--- config.mk ---
export PLATFORM = sky130hd
export DESIGN_NAME = spawn_scanner
export DESIGN_NICKNAME = d
export VERILOG_FILES = /design/src/rtl/spawn_scanner.sv
export SDC_FILE = /design/constraint.sdc
export NUM_CORES = 1
export LEC_CHECK = 0
export BUFFER_PORTS_ARGS = -buffer_cell sky130_fd_sc_hd__buf_2
export CORE_MARGIN = 2
export CORE_UTILIZATION = 40
export DETAILED_ROUTE_END_ITERATION = 8
export GPL_TIMING_DRIVEN = 1
export SETUP_SLACK_MARGIN = 0.4
export SLEW_MARGIN = 20
export SYNTH_ARGS = -nofsm -noshare
export SYNTH_HDL_FRONTEND = slang
export SYNTH_SLANG_ARGS = --single-unit
--- constraint.sdc ---
create_clock -name clk -period 11.6 [get_ports clk]
set_input_delay 1.16 -clock clk [delete_from_list [all_inputs] [get_ports clk]]
set_output_delay 1.16 -clock clk [all_outputs]
set_load 0.01 [all_outputs]
--- src/rtl/spawn_scanner.sv ---
// Sequential spawn-placement search: captures the top two grid rows and a piece mask on start,
// walks candidate column offsets one per cycle, and reports the first fit with the merged image.
module spawn_scanner #(
  parameter int GRID_W       = 10,
  parameter int PIECE_W      = 4,
  parameter int COLOR_W      = 3,
  parameter int ROW_BASE     = 21,
  parameter int CENTER_FIRST = 0
) (
  input  logic                                    clk,
  input  logic                                    rst_n,
  input  logic                                    start,
  input  logic [1:0][PIECE_W-1:0]                 shape_mask,
  input  logic [COLOR_W-1:0]                      color,
  input  logic [GRID_W-1:0][COLOR_W-1:0]          row0,
  input  logic [GRID_W-1:0][COLOR_W-1:0]          row1,
  output logic                                    busy,
  output logic                                    done,
  output logic                                    valid,
  output logic [$clog2(GRID_W)-1:0]               col_ref,
  output logic [4:0]                              row_ref,
  output logic [1:0][GRID_W-1:0][COLOR_W-1:0]     row01_out
);

  localparam int N  = GRID_W - PIECE_W + 1;
  localparam int CW = $clog2(GRID_W);

  typedef enum logic [1:0] {IDLE, SCAN, DONE} state_t;
  typedef logic [1:0][GRID_W-1:0][COLOR_W-1:0] img_t;

  state_t                  state;
  logic [CW-1:0]           k;
  img_t                    cap_rows;
  logic [1:0][PIECE_W-1:0] cap_mask;
  logic [COLOR_W-1:0]      cap_color;

  logic [CW-1:0] cand_tbl [GRID_W];
  logic [CW-1:0] cand;
  logic [CW-1:0] idx;
  logic          fit;
  img_t          merged;

  // Step index -> offset. Centre-out walks c, c-1, c+1, ... in signed space, dropping
  // out-of-range values, so the table holds exactly N distinct offsets.
  function automatic int cand_at(int kk);
    int c, cnt, v, res;
    c = (N - 1) / 2;
    cnt = 0;
    res = 0;
    if (CENTER_FIRST == 0) return kk;
    for (int i = 0; i < 2 * N; i++) begin
      v = (i == 0) ? c : ((i % 2) == 1) ? c - (i + 1) / 2 : c + i / 2;
      if (v >= 0 && v < N) begin
        if (cnt == kk) res = v;
        cnt++;
      end
    end
    return res;
  endfunction

  for (genvar g = 0; g < GRID_W; g++) begin : g_cand
    if (g < N) begin : g_live
      assign cand_tbl[g] = CW'(cand_at(g));
    end else begin : g_pad
      assign cand_tbl[g] = '0;
    end
  end

  always_comb begin
    cand   = cand_tbl[k];
    fit    = 1'b1;
    merged = cap_rows;
    idx    = '0;
    for (int r = 0; r < 2; r++) begin
      for (int j = 0; j < PIECE_W; j++) begin
        idx = cand + CW'(j);
        if (cap_mask[r][j]) begin
          if (cap_rows[r][idx] != '0) fit = 1'b0;
          merged[r][idx] = cap_color;
        end
      end
    end
  end

  always_ff @(posedge clk or negedge rst_n) begin
    if (!rst_n) begin
      state     <= IDLE;
      k         <= '0;
      cap_rows  <= '0;
      cap_mask  <= '0;
      cap_color <= '0;
      busy      <= 1'b0;
      done      <= 1'b0;
      valid     <= 1'b0;
      col_ref   <= '0;
      row_ref   <= '0;
      row01_out <= '0;
    end else begin
      case (state)
        IDLE: if (start) begin
          cap_rows  <= {row1, row0};
          cap_mask  <= shape_mask;
          cap_color <= color;
          k         <= '0;
          // Nothing to place: report failure without scanning.
          if (shape_mask == '0 || color == '0) begin
            state     <= DONE;
            done      <= 1'b1;
            valid     <= 1'b0;
            col_ref   <= '0;
            row_ref   <= '0;
            row01_out <= {row1, row0};
          end else begin
            state <= SCAN;
            busy  <= 1'b1;
          end
        end
        SCAN: begin
          if (fit) begin
            state     <= DONE;
            done      <= 1'b1;
            busy      <= 1'b0;
            valid     <= 1'b1;
            col_ref   <= cand;
            row_ref   <= 5'(ROW_BASE);
            row01_out <= merged;
          end else if (k == CW'(N - 1)) begin
            state     <= DONE;
            done      <= 1'b1;
            busy      <= 1'b0;
            valid     <= 1'b0;
            col_ref   <= '0;
            row_ref   <= '0;
            row01_out <= cap_rows;
          end else begin
            k <= k + 1'b1;
          end
        end
        DONE: begin
          done  <= 1'b0;
          state <= IDLE;
        end
        default: state <= IDLE;
      endcase
    end
  end

endmodule

==> impl_metrics.env, run 1 <==
export IMPL_p_clk_share_pct=15.1
export IMPL_cp_end_kind="register"
export IMPL_ctsResizeCount=0
export IMPL_power_frac_comb_pct=58.5
export IMPL_fp_dieW_um=155
export IMPL_nNetsFinal=1263
export IMPL_drcViolationCount=0
export IMPL_dpl_hpwl_mm=21.3
export IMPL_grt_use_total_pct=26.6
export IMPL_overflow=0
export IMPL_post_dp_cell_area_mm2=0.00991
export IMPL_grt_first_pass_wirelength_mm=49.5
export IMPL_cts_root_buf="clkbuf_16"
export IMPL_post_drt_via_cell_ratio=5.88
export IMPL_r2r_setup_slack_ns=5.29
export IMPL_rr_endpoint="row01_out[11]"
export IMPL_rows=55
export IMPL_ys_ff_latch=143
export IMPL_cts_tree="built"
export IMPL_holdPathEnd="cap_color[2]"
export IMPL_final_cell_mix="nand2_1 (244), dfrtp_1 (142), buf_2 (141)"
export IMPL_first_global_vias=8398
export IMPL_arrival_ns=6.57
export IMPL_ys_types=69
export IMPL_synthFlopType="dfrtp_1"
export IMPL_maxSlewViolCount=0
export IMPL_coreArea_mm2=0.0224
export IMPL_clock_latency_ns=0.43
export IMPL_ys_warn_count=0
export IMPL_io_pins=146
export IMPL_hold_class="register to register"
export IMPL_ys_seq_area_share_pct=39.4
export IMPL_p_sw_mw=1.92
export IMPL_htree_levels=4
export IMPL_slew_headroom_pct=26.0
export IMPL_worst_endpoint_required_ns=11.86
export IMPL_dieHeight_um=155
export IMPL_fin_setup_tns_ns=0
export IMPL_status="complete, no violations"
export IMPL_cts_max_path_buffers=2
export IMPL_period_share_pct=54.4
export IMPL_max_freq_ghz=0.158
export IMPL_drtAntennaViolNets=0
export IMPL_seqPwrFrac_pct=26.4
export IMPL_antenna_cells=0
export IMPL_die_area_mm2=0.0239
export IMPL_worstReg2RegStart="k[0]"
export IMPL_cp_start_kind="register"
export IMPL_drtIter0Drc=798
export IMPL_avgSynthCellArea_um2=8.29
export IMPL_crit_fanout=39
export IMPL_vias=8690
export IMPL_hold_buffers=0
export IMPL_cts_setup_buffers=0
export IMPL_numClockSinks=143
export IMPL_cts_made_buffers=17
export IMPL_final_area_mm2=0.0105
export IMPL_synth_edf_count=0
export IMPL_final_hold_viol_count=0
export IMPL_syn_to_final_growth_pct=15.8
export IMPL_routedWlPerCell_um=21.6
export IMPL_netSwitchingFraction_pct=50.5
export IMPL_worstHoldStart="cap_color[2]"
export IMPL_tightest_slew_ns=1.10
export IMPL_first_pass_iters=5
export IMPL_synth_area_mm2=0.00907
export IMPL_power_leakage_nw=5.02
export IMPL_start_util_pct=40.4
export IMPL_antenna_found_initial=1
export IMPL_internal_power_mw=1.88
export IMPL_rsz0062_at_grt="no"
export IMPL_fin_crit_ns=6.31
export IMPL_crit_type="register to register"
export IMPL_portBuffers=142
export IMPL_layout_commonest_cell="nand2_1"
export IMPL_place_congestion=0.931
export IMPL_fin_util_pct=46.9
export IMPL_hold_depth=2
export IMPL_synthCells=1094
export IMPL_drive_above_1_share_pct=24.5
export IMPL_ir_drop_mv=0.177
export IMPL_clock_skew_ns=0.0159
export IMPL_cap_violations=0
export IMPL_setup_violations=0
export IMPL_power_density_mw_per_mm2=361
export IMPL_grt_max_degree=100
export IMPL_path_clk_slew_ns=0.07
export IMPL_synthArstFlopShare_pct=100
export IMPL_wl_mm=31.8
export IMPL_worstRegToRegCells=14
worst max-delay path: stages (launching register included):
cell	delay [ns]
dfrtp_1	0.50
ha_1	0.31
mux2i_4	0.42
nor2_8	0.15
inv_2	0.57
ha_1	0.78
xnor2_1	0.33
and3_1	0.33
nand4_1	0.12
nand3_1	0.12
or4_4	0.62
nor3_2	0.35
o221a_2	0.74
buf_4	0.53
o32ai_1	0.20
power by group through the flow:
stage	registers [mW]	clock network, mW	logic, mW
5_1_grt	1.04	0.607	2.39
3_3_place_gp	1.00	0	2.17
2_1_floorplan	0.958	0	1.52
4_1_cts	0.995	0.581	2.19
6_report	1.00	0.572	2.22
3_5_place_dp	0.996	0	2.18
layout make-up:
| cell class | count | area, µm² |
|---|---|---|
| tap | 285 | 357 |
| fill | 2193 | 11900 |
| clock inverter | 14 | 173 |
| multi-input combinational | 781 | 4840 |
| timing repair buffer | 159 | 848 |
| sequential | 143 | 3580 |
| clock buffer | 18 | 429 |
| inverter | 77 | 289 |
per-stage QoR:
stage | hold slack (ns) | power (mW) | worst slack [ns] | instances
after floorplan | 0.446 | 2.47 | 6.97 | 1096
after global placement | 0.479 | 3.17 | 5.55 | 1444
after detailed placement | 0.481 | 3.18 | 5.42 | 1445
after CTS | 0.499 | 3.77 | 5.39 | 1477
after global routing | 0.511 | 4.03 | 4.97 | 1477
final | 0.496 | 3.80 | 5.29 | 1477
state kept, by name, indices dropped and copies added (netlist names):
name       count
busy           1
cap_color      3
cap_mask       8
cap_rows      60
col_ref        3
done           1
k              4
row01_out     60
row_ref        1
state          2
cell usage after synthesis, types with 10 or more instances:
master	count	share of area (%)
ha_1	10	1.4
inv_1	74	3.1
a21oi_1	79	4.4
o21ai_0	17	0.94
buf_2	13	0.72
nand4_1	20	1.4
mux2i_1	12	1.3
nor3_1	30	1.7
clkbuf_1	64	2.6
o32ai_1	55	5.3
nor2_1	84	3.5
nand2_1	245	10
mux2_2	57	7.1
dfrtp_1	143	39
nand3_1	41	2.3
a32oi_1	10	0.97
worst max path at each step:
stage	slack, ns	cells past startpoint	startpoint	end
after floorplan	6.97	17	k[0]	row01_out[36]
after global placement	5.55	14	k[0]	row01_out[11]
after detailed placement	5.42	14	k[0]	row01_out[5]
after CTS	5.39	14	k[0]	row01_out[11]
after global routing	4.97	14	k[0]	row01_out[11]
final	5.29	14	k[0]	row01_out[11]
per-layer routing:
metal	up-vias	part of all wire (%)	GRT usage [%]
met3	20	7.3	5.41
met4	0	0.79	5.56
met5	-	0	0
li1	4017	-	-
met1	4299	46	38.8
met2	354	46	41.0
kinds of logic (layout without fill, tap and decap cells):
kind of cell	Yosys count	in the layout	share of synthesized area (%)
adder cells (fa/ha/maj)	10	10	1.38
AO/OA/AOI/OAI	221	221	17.7
AND/OR/NAND/NOR	462	462	22.4
buffers and inverters	172	268	7.79
other	1	3	0.0413
XOR/XNOR	3	3	0.372
multiplexers	82	82	10.9
flip-flops	143	143	39.4
Power figures use the tool's default switching activity.
==> inputs of run 2 (changes only) <==
--- a/config.mk
+++ b/config.mk
@@ -5,6 +5,7 @@
 export SDC_FILE = /design/constraint.sdc
 export NUM_CORES = 1
 export LEC_CHECK = 0
+export ABC_AREA = 1
 export BUFFER_PORTS_ARGS = -buffer_cell sky130_fd_sc_hd__buf_2
 export CORE_MARGIN = 2
 export CORE_UTILIZATION = 40
==> constraint.sdc (replaced) <==
create_clock -name clk -period 6.5 [get_ports clk]
set_input_delay 0.65 -clock clk [delete_from_list [all_inputs] [get_ports clk]]
set_output_delay 0.65 -clock clk [all_outputs]
set_load 0.01 [all_outputs]
==> run 2 against run 1 <==
  * First-iteration DRC count up 41%
  * Core utilization down 0.20 points
  * Combinational power up 68%
  * Register-to-register slack worse by 3.3 ns
  * Routed wire length up 15%
  * Global-route usage up 1.4 points
  * Final area up 8.6%
  * Clock skew down 0.0014 ns
  * Via count up 24%
  * Synthesized area up 10%
==> impl_metrics.env, run 2 <==
export IMPL_status="complete, no violations"
export IMPL_reg_top3="cap_rows x60, row01_out x60, cap_mask x8"
export IMPL_grt_first_pass_wirelength_mm=57.3
export IMPL_antenna_found_initial=0
export IMPL_drcViolationCount=0
export IMPL_drtAntennaViolNets=0
export IMPL_layout_commonest_cell="nand2_1"
export IMPL_coreArea_mm2=0.0245
export IMPL_final_cell_mix="nand2_1 (668), nand3_1 (219), nor2_1 (159)"
export IMPL_final_area_mm2=0.0114
export IMPL_crit_fanout=41
export IMPL_start_util_pct=41.0
export IMPL_cts_setup_buffers=0
export IMPL_vias=10800
export IMPL_dieHeight_um=162
export IMPL_ctsResizeCount=0
export IMPL_num_fill_cells=2620
export IMPL_cts_max_path_buffers=2
export IMPL_worst_endpoint_required_ns=6.83
export IMPL_cp_start_kind="register"
export IMPL_first_global_vias=10100
export IMPL_ys_warn_count=0
export IMPL_clock_latency_ns=0.44
export IMPL_rows=57
export IMPL_dpl_hpwl_mm=25.9
export IMPL_rsz0062_at_grt="no"
export IMPL_synthFlopType="dfrtp_1"
export IMPL_die_area_mm2=0.0263
export IMPL_grt_use_total_pct=28.0
export IMPL_fin_util_pct=46.7
export IMPL_post_drt_via_cell_ratio=5.26
export IMPL_yosysMostFrequentCell="nand2_1"
export IMPL_avgSynthCellArea_um2=6.17
export IMPL_yosys_area_top_type="dfrtp_1"
export IMPL_ys_ff_latch=143
export IMPL_ir_drop_mv=0.281
export IMPL_fin_setup_tns_ns=0
export IMPL_drive_above_1_share_pct=12.2
export IMPL_io_pins=146
export IMPL_slew_headroom_pct=30.4
export IMPL_maxSlewViolCount=0
export IMPL_first_pass_iters=5
export IMPL_numClockSinks=143
export IMPL_overflow=0
export IMPL_nNetsFinal=1800
export IMPL_synthArstFlopShare_pct=100
export IMPL_grt_max_degree=92
export IMPL_place_congestion=0.993
export IMPL_synthCells=1625
export IMPL_antenna_cells=0
export IMPL_arrival_ns=4.87
export IMPL_power_density_mw_per_mm2=567
export IMPL_place_inst=2021
export IMPL_cts_root_buf="clkbuf_16"
export IMPL_ys_types=30
export IMPL_ys_seq_area_share_pct=35.7
export IMPL_final_hold_viol_count=0
export IMPL_synth_top_cell_area_share_pct=35.7
export IMPL_htree_levels=4
export IMPL_synth_edf_count=0
export IMPL_power_leakage_nw=6.34
export IMPL_fin_crit_ns=4.53
export IMPL_period_share_pct=69.8
export IMPL_clock_skew_ns=0.0144
export IMPL_crit_type="register to register"
export IMPL_synth_area_mm2=0.0100
export IMPL_cp_end_kind="register"
export IMPL_portBuffers=142
export IMPL_hold_class="primary input to asynchronous set/reset pin"
export IMPL_syn_to_final_growth_pct=13.9
export IMPL_synthTopCellsByCount="nand2_1 (670), nand3_1 (219), nor2_1 (161)"
export IMPL_fp_dieW_um=162
export IMPL_max_freq_ghz=0.221
export IMPL_routedWlPerCell_um=17.8
export IMPL_path_clk_slew_ns=0.07
export IMPL_cts_made_buffers=17
export IMPL_cap_violations=0
export IMPL_post_dp_cell_area_mm2=0.0108
export IMPL_drtIter0Drc=1129
export IMPL_tightest_slew_ns=1.04
export IMPL_instances_no_fill=2053
export IMPL_cts_tree="built"
export IMPL_setup_violations=0
export IMPL_hold_buffers=0
export IMPL_wl_mm=36.5
export IMPL_synth_area_leaders="dfrtp_1 (36%), nand2_1 (25%), nand3_1 (11%)"
run 2: report_power, final:
part	internal [mW]	switching [mW]
Combinational	1.12	2.62
Sequential	1.31	0.373
Clock	0.579	0.457
run 2: final cells by class:
cell class / instances / area [µm²] / share of cell area (%)
Clock buffer: 17 / 425 / 3.73
Clock inverter: 15 / 178 / 1.56
Inverter: 140 / 526 / 4.60
Multi-Input combinational cell: 1256 / 5460 / 47.9
Sequential cell: 143 / 3580 / 31.4
Tap cell: 324 / 405 / 3.55
Timing Repair Buffer: 158 / 837 / 7.33
run 2: worst max-delay path, stage by stage (launching register included):
cell,delay (ns)
dfrtp_1,0.41
inv_1,0.10
ha_1,0.20
nand3_1,0.10
nand2_1,0.61
buf_4,0.46
o21ai_0,0.55
and3_1,0.27
nor2_1,0.05
nand3_1,0.12
inv_1,0.10
nor2_4,0.44
buf_4,0.50
nand3_1,0.16
nand3_1,0.12
nand2_1,0.09
nand2_1,0.06
nand2_1,0.04
run 2: per-stage QoR:
step	total power, mW	hold WS [ns]	setup slack [ns]
CTS	6.46	0.276	2.09
detailed placement	5.41	0.460	2.09
global route	7.03	0.317	1.64
finish	6.47	0.249	1.97
floorplan	4.26	0.354	3.38
global placement	5.41	0.459	2.09
run 2: worst paths after layout:
check                              start       endpoint  slack, ns  cells after the start
setup / recovery                    k[1]  row01_out[42]       1.97                     17
hold / removal                     rst_n   row01_out[2]       0.25                      1
setup reg to reg                    k[1]  row01_out[42]       1.97                     17
hold reg to reg            row01_out[19]  row01_out[19]       0.47                      2
max in group asynchronous          rst_n   cap_rows[42]       4.81                      2
min in group clk           row01_out[19]  row01_out[19]       0.47                      2
run 2: layer usage:
| layer | GRT usage, % | wire length [µm] |
|---|---|---|
| met1 | 40.1 | 16800 |
| met2 | 43.3 | 16300 |
| met3 | 5.26 | 2670 |
| met4 | 7.88 | 764 |
| met5 | 0 | 0 |
run 2: logic make-up (layout without fill, tap and decap cells):
family          Yosys count  count (layout)  share of synthesized area, %
simple gates           1099            1099                          45.4
xor+xnor                  1               1                        0.0874
other cells               1               3                        0.0374
flops                   143             143                          35.7
fa+ha+maj                10              10                          1.25
buf+inv                 228             330                          10.2
compound gates          143             143                          7.29
==> inputs of run 3 (changes only) <==
--- a/config.mk
+++ b/config.mk
@@ -5,7 +5,7 @@
 export SDC_FILE = /design/constraint.sdc
 export NUM_CORES = 1
 export LEC_CHECK = 0
-export ABC_AREA = 1
+export ABC_AREA = 0
 export BUFFER_PORTS_ARGS = -buffer_cell sky130_fd_sc_hd__buf_2
 export CORE_MARGIN = 2
 export CORE_UTILIZATION = 40
==> constraint.sdc (replaced) <==
create_clock -name clk -period 3.7 [get_ports clk]
set_input_delay 0.37 -clock clk [delete_from_list [all_inputs] [get_ports clk]]
set_output_delay 0.37 -clock clk [all_outputs]
set_load 0.01 [all_outputs]
==> run 3 against run 2 <==
  * The flow now finishes with violations (negative setup slack)
  * Largest power group unchanged
  * Register-to-register slack got worse by 2.1 ns
  * Clock-buffer cell count did not move
  * Via count fell by 12%
  * Core utilization rose by 8.7 points
  * Critical path depth fell by 4
  * Largest cell class unchanged
==> impl_metrics.env, run 3 (synthesis gave the netlist of run 1 again) <==
export IMPL_status="finished with violations"
export IMPL_first_pass_iters=5
export IMPL_drtAntennaViolNets=0
export IMPL_dieHeight_um=155
export IMPL_cp_start_kind="register"
export IMPL_cp_end_kind="register"
export IMPL_coreArea_mm2=0.0224
export IMPL_routedWlPerCell_um=22.7
export IMPL_clock_skew_ns=0.0209
export IMPL_fp_dieW_um=155
export IMPL_crit_fanout=16
export IMPL_maxSlewViolCount=0
export IMPL_pre_cts_ws_ns=-0.167
export IMPL_portBuffers=142
export IMPL_num_fill_cells=2071
export IMPL_syn_to_final_growth_pct=36.7
export IMPL_cts_made_buffers=17
export IMPL_fin_crit_ns=3.83
export IMPL_wl_met3_mm=2.97
export IMPL_final_hold_viol_count=0
export IMPL_tightest_slew_ns=0.783
export IMPL_antenna_found_initial=1
export IMPL_reg_top3="cap_rows x60, row01_out x60, cap_mask x8"
export IMPL_period_share_pct=104
export IMPL_cap_violations=0
export IMPL_dr_max_layer_used="met4"
export IMPL_dr_wl_met2_mm=16.2
export IMPL_drt_met1_wl_mm=15.7
export IMPL_slew_headroom_pct=47.8
export IMPL_die_area_mm2=0.0239
export IMPL_overflow=0
export IMPL_clock_latency_ns=0.44
export IMPL_arrival_ns=4.16
export IMPL_nNetsFinal=1371
export IMPL_fin_setup_tns_ns=-1.75
export IMPL_dpl_hpwl_mm=23.3
export IMPL_start_util_pct=40.4
export IMPL_power_density_mw_per_mm2=1230
export IMPL_crit_type="register to register"
export IMPL_fin_util_pct=55.3
export IMPL_worst_endpoint_required_ns=4.03
export IMPL_grt_use_total_pct=28.7
export IMPL_drcViolationCount=0
export IMPL_drive_above_1_share_pct=37.2
export IMPL_setup_ws_ns=-0.130
export IMPL_violations="negative setup slack"
export IMPL_layout_commonest_cell="nand2_1"
export IMPL_grt_first_pass_wirelength_mm=53.3
export IMPL_vias=9470
export IMPL_rows=55
export IMPL_rsz0062_at_grt="yes"
export IMPL_power_mw=15.3
export IMPL_ir_drop_mv=0.486
export IMPL_power_leakage_nw=5.82
export IMPL_io_pins=146
export IMPL_htree_levels=4
export IMPL_place_congestion=1.03
export IMPL_setup_violations=56
export IMPL_final_cell_mix="nand2_1 (244), buf_2 (141), dfrtp_1 (139)"
export IMPL_hold_class="primary input to register"
export IMPL_numClockSinks=143
export IMPL_cts_max_path_buffers=2
export IMPL_cts_tree="built"
export IMPL_grt_max_degree=70
export IMPL_drtIter0Drc=785
export IMPL_first_global_vias=9054
export IMPL_wl_mm=35.9
export IMPL_max_freq_ghz=0.261
export IMPL_cts_root_buf="clkbuf_16"
export IMPL_path_clk_slew_ns=0.08
export IMPL_post_drt_via_cell_ratio=5.97
-- run 3: cell types whose count changed in the layout (fill, tap and decap cells not counted), moves of 11 or more --
cell	delta
nand3_1	-180
o21ai_0	-41
nor2_1	-76
o32ai_4	+11
buf_6	+12
nand2_1	-424
inv_1	-64
mux2_2	+56
nor3_1	+20
mux2i_1	+11
o32ai_2	+48
buf_4	+78
-- run 3: final cells by class --
type	instances	area [µm²]	area share, %
clock buffers	17	425	3.43
diodes	2	5.00	0.0403
clock inverters	14	149	1.20
well taps	285	357	2.87
multi-input cells	781	5620	45.3
inverters	77	300	2.42
repair buffers	267	1970	15.9
flip-flops and latches	143	3580	28.9
-- run 3: through the flow --
step,instances,hold WS (ns),cell area (µm²)
global placement,1523,0.423,10600
global route,1584,0.142,12400
floorplan,1096,0.0744,9250
CTS,1570,0.132,11500
detailed placement,1523,0.435,10600
finish,1586,0.136,12400
-- run 3: per-layer routing --
metal | vias up | global-route usage [%]
li1 | 4246 | -
met1 | 4686 | 42.0
met2 | 458 | 43.4
met3 | 80 | 4.74
met4 | 0 | 9.26
met5 | - | 0
-- run 3: path summary, 6_finish.rpt --
| check | startpoint | to | slack (ns) | cells past startpoint |
|---|---|---|---|---|
| setup / recovery | k[0] | row01_out[40] | -0.13 | 13 |
| hold / removal | row0[22] | cap_rows[22] | 0.14 | 3 |
| setup reg to reg | k[0] | row01_out[40] | -0.13 | 13 |
| hold reg to reg | cap_color[0] | cap_color[0] | 0.49 | 2 |
| max in group asynchronous | rst_n | col_ref[0] | 2.29 | 3 |
| min in group asynchronous | rst_n | cap_mask[7] | 0.53 | 2 |
-- run 3: worst max-delay path, stage by stage (launching register included) --
cell and delay [ns]:
dfrtp_2 0.44, buf_6 0.14, ha_4 0.16, mux2i_4 0.21, nor2_8 0.08, inv_6 0.09, buf_4 0.25, a2111oi_0 0.11
o21ai_0 0.25, o2111ai_1 0.18, or4_4 0.70, or4_4 0.57, mux2_4 0.33, o32ai_4 0.21
-- run 3: timing repair --
action                     in CTS  in global routing
pin swaps                       4                 14
hold buffers                    1                  0
resized for setup              30                101
cloned                          1                  8
hold endpoints to repair       58                  0
setup endpoints to repair      72                 72
buffers inserted               14                  6
-- run 3: report_power, final --
part / internal, mW / switching (mW)
clock network: 0.951 / 0.797
logic: 4.53 / 5.85
registers: 2.36 / 0.795
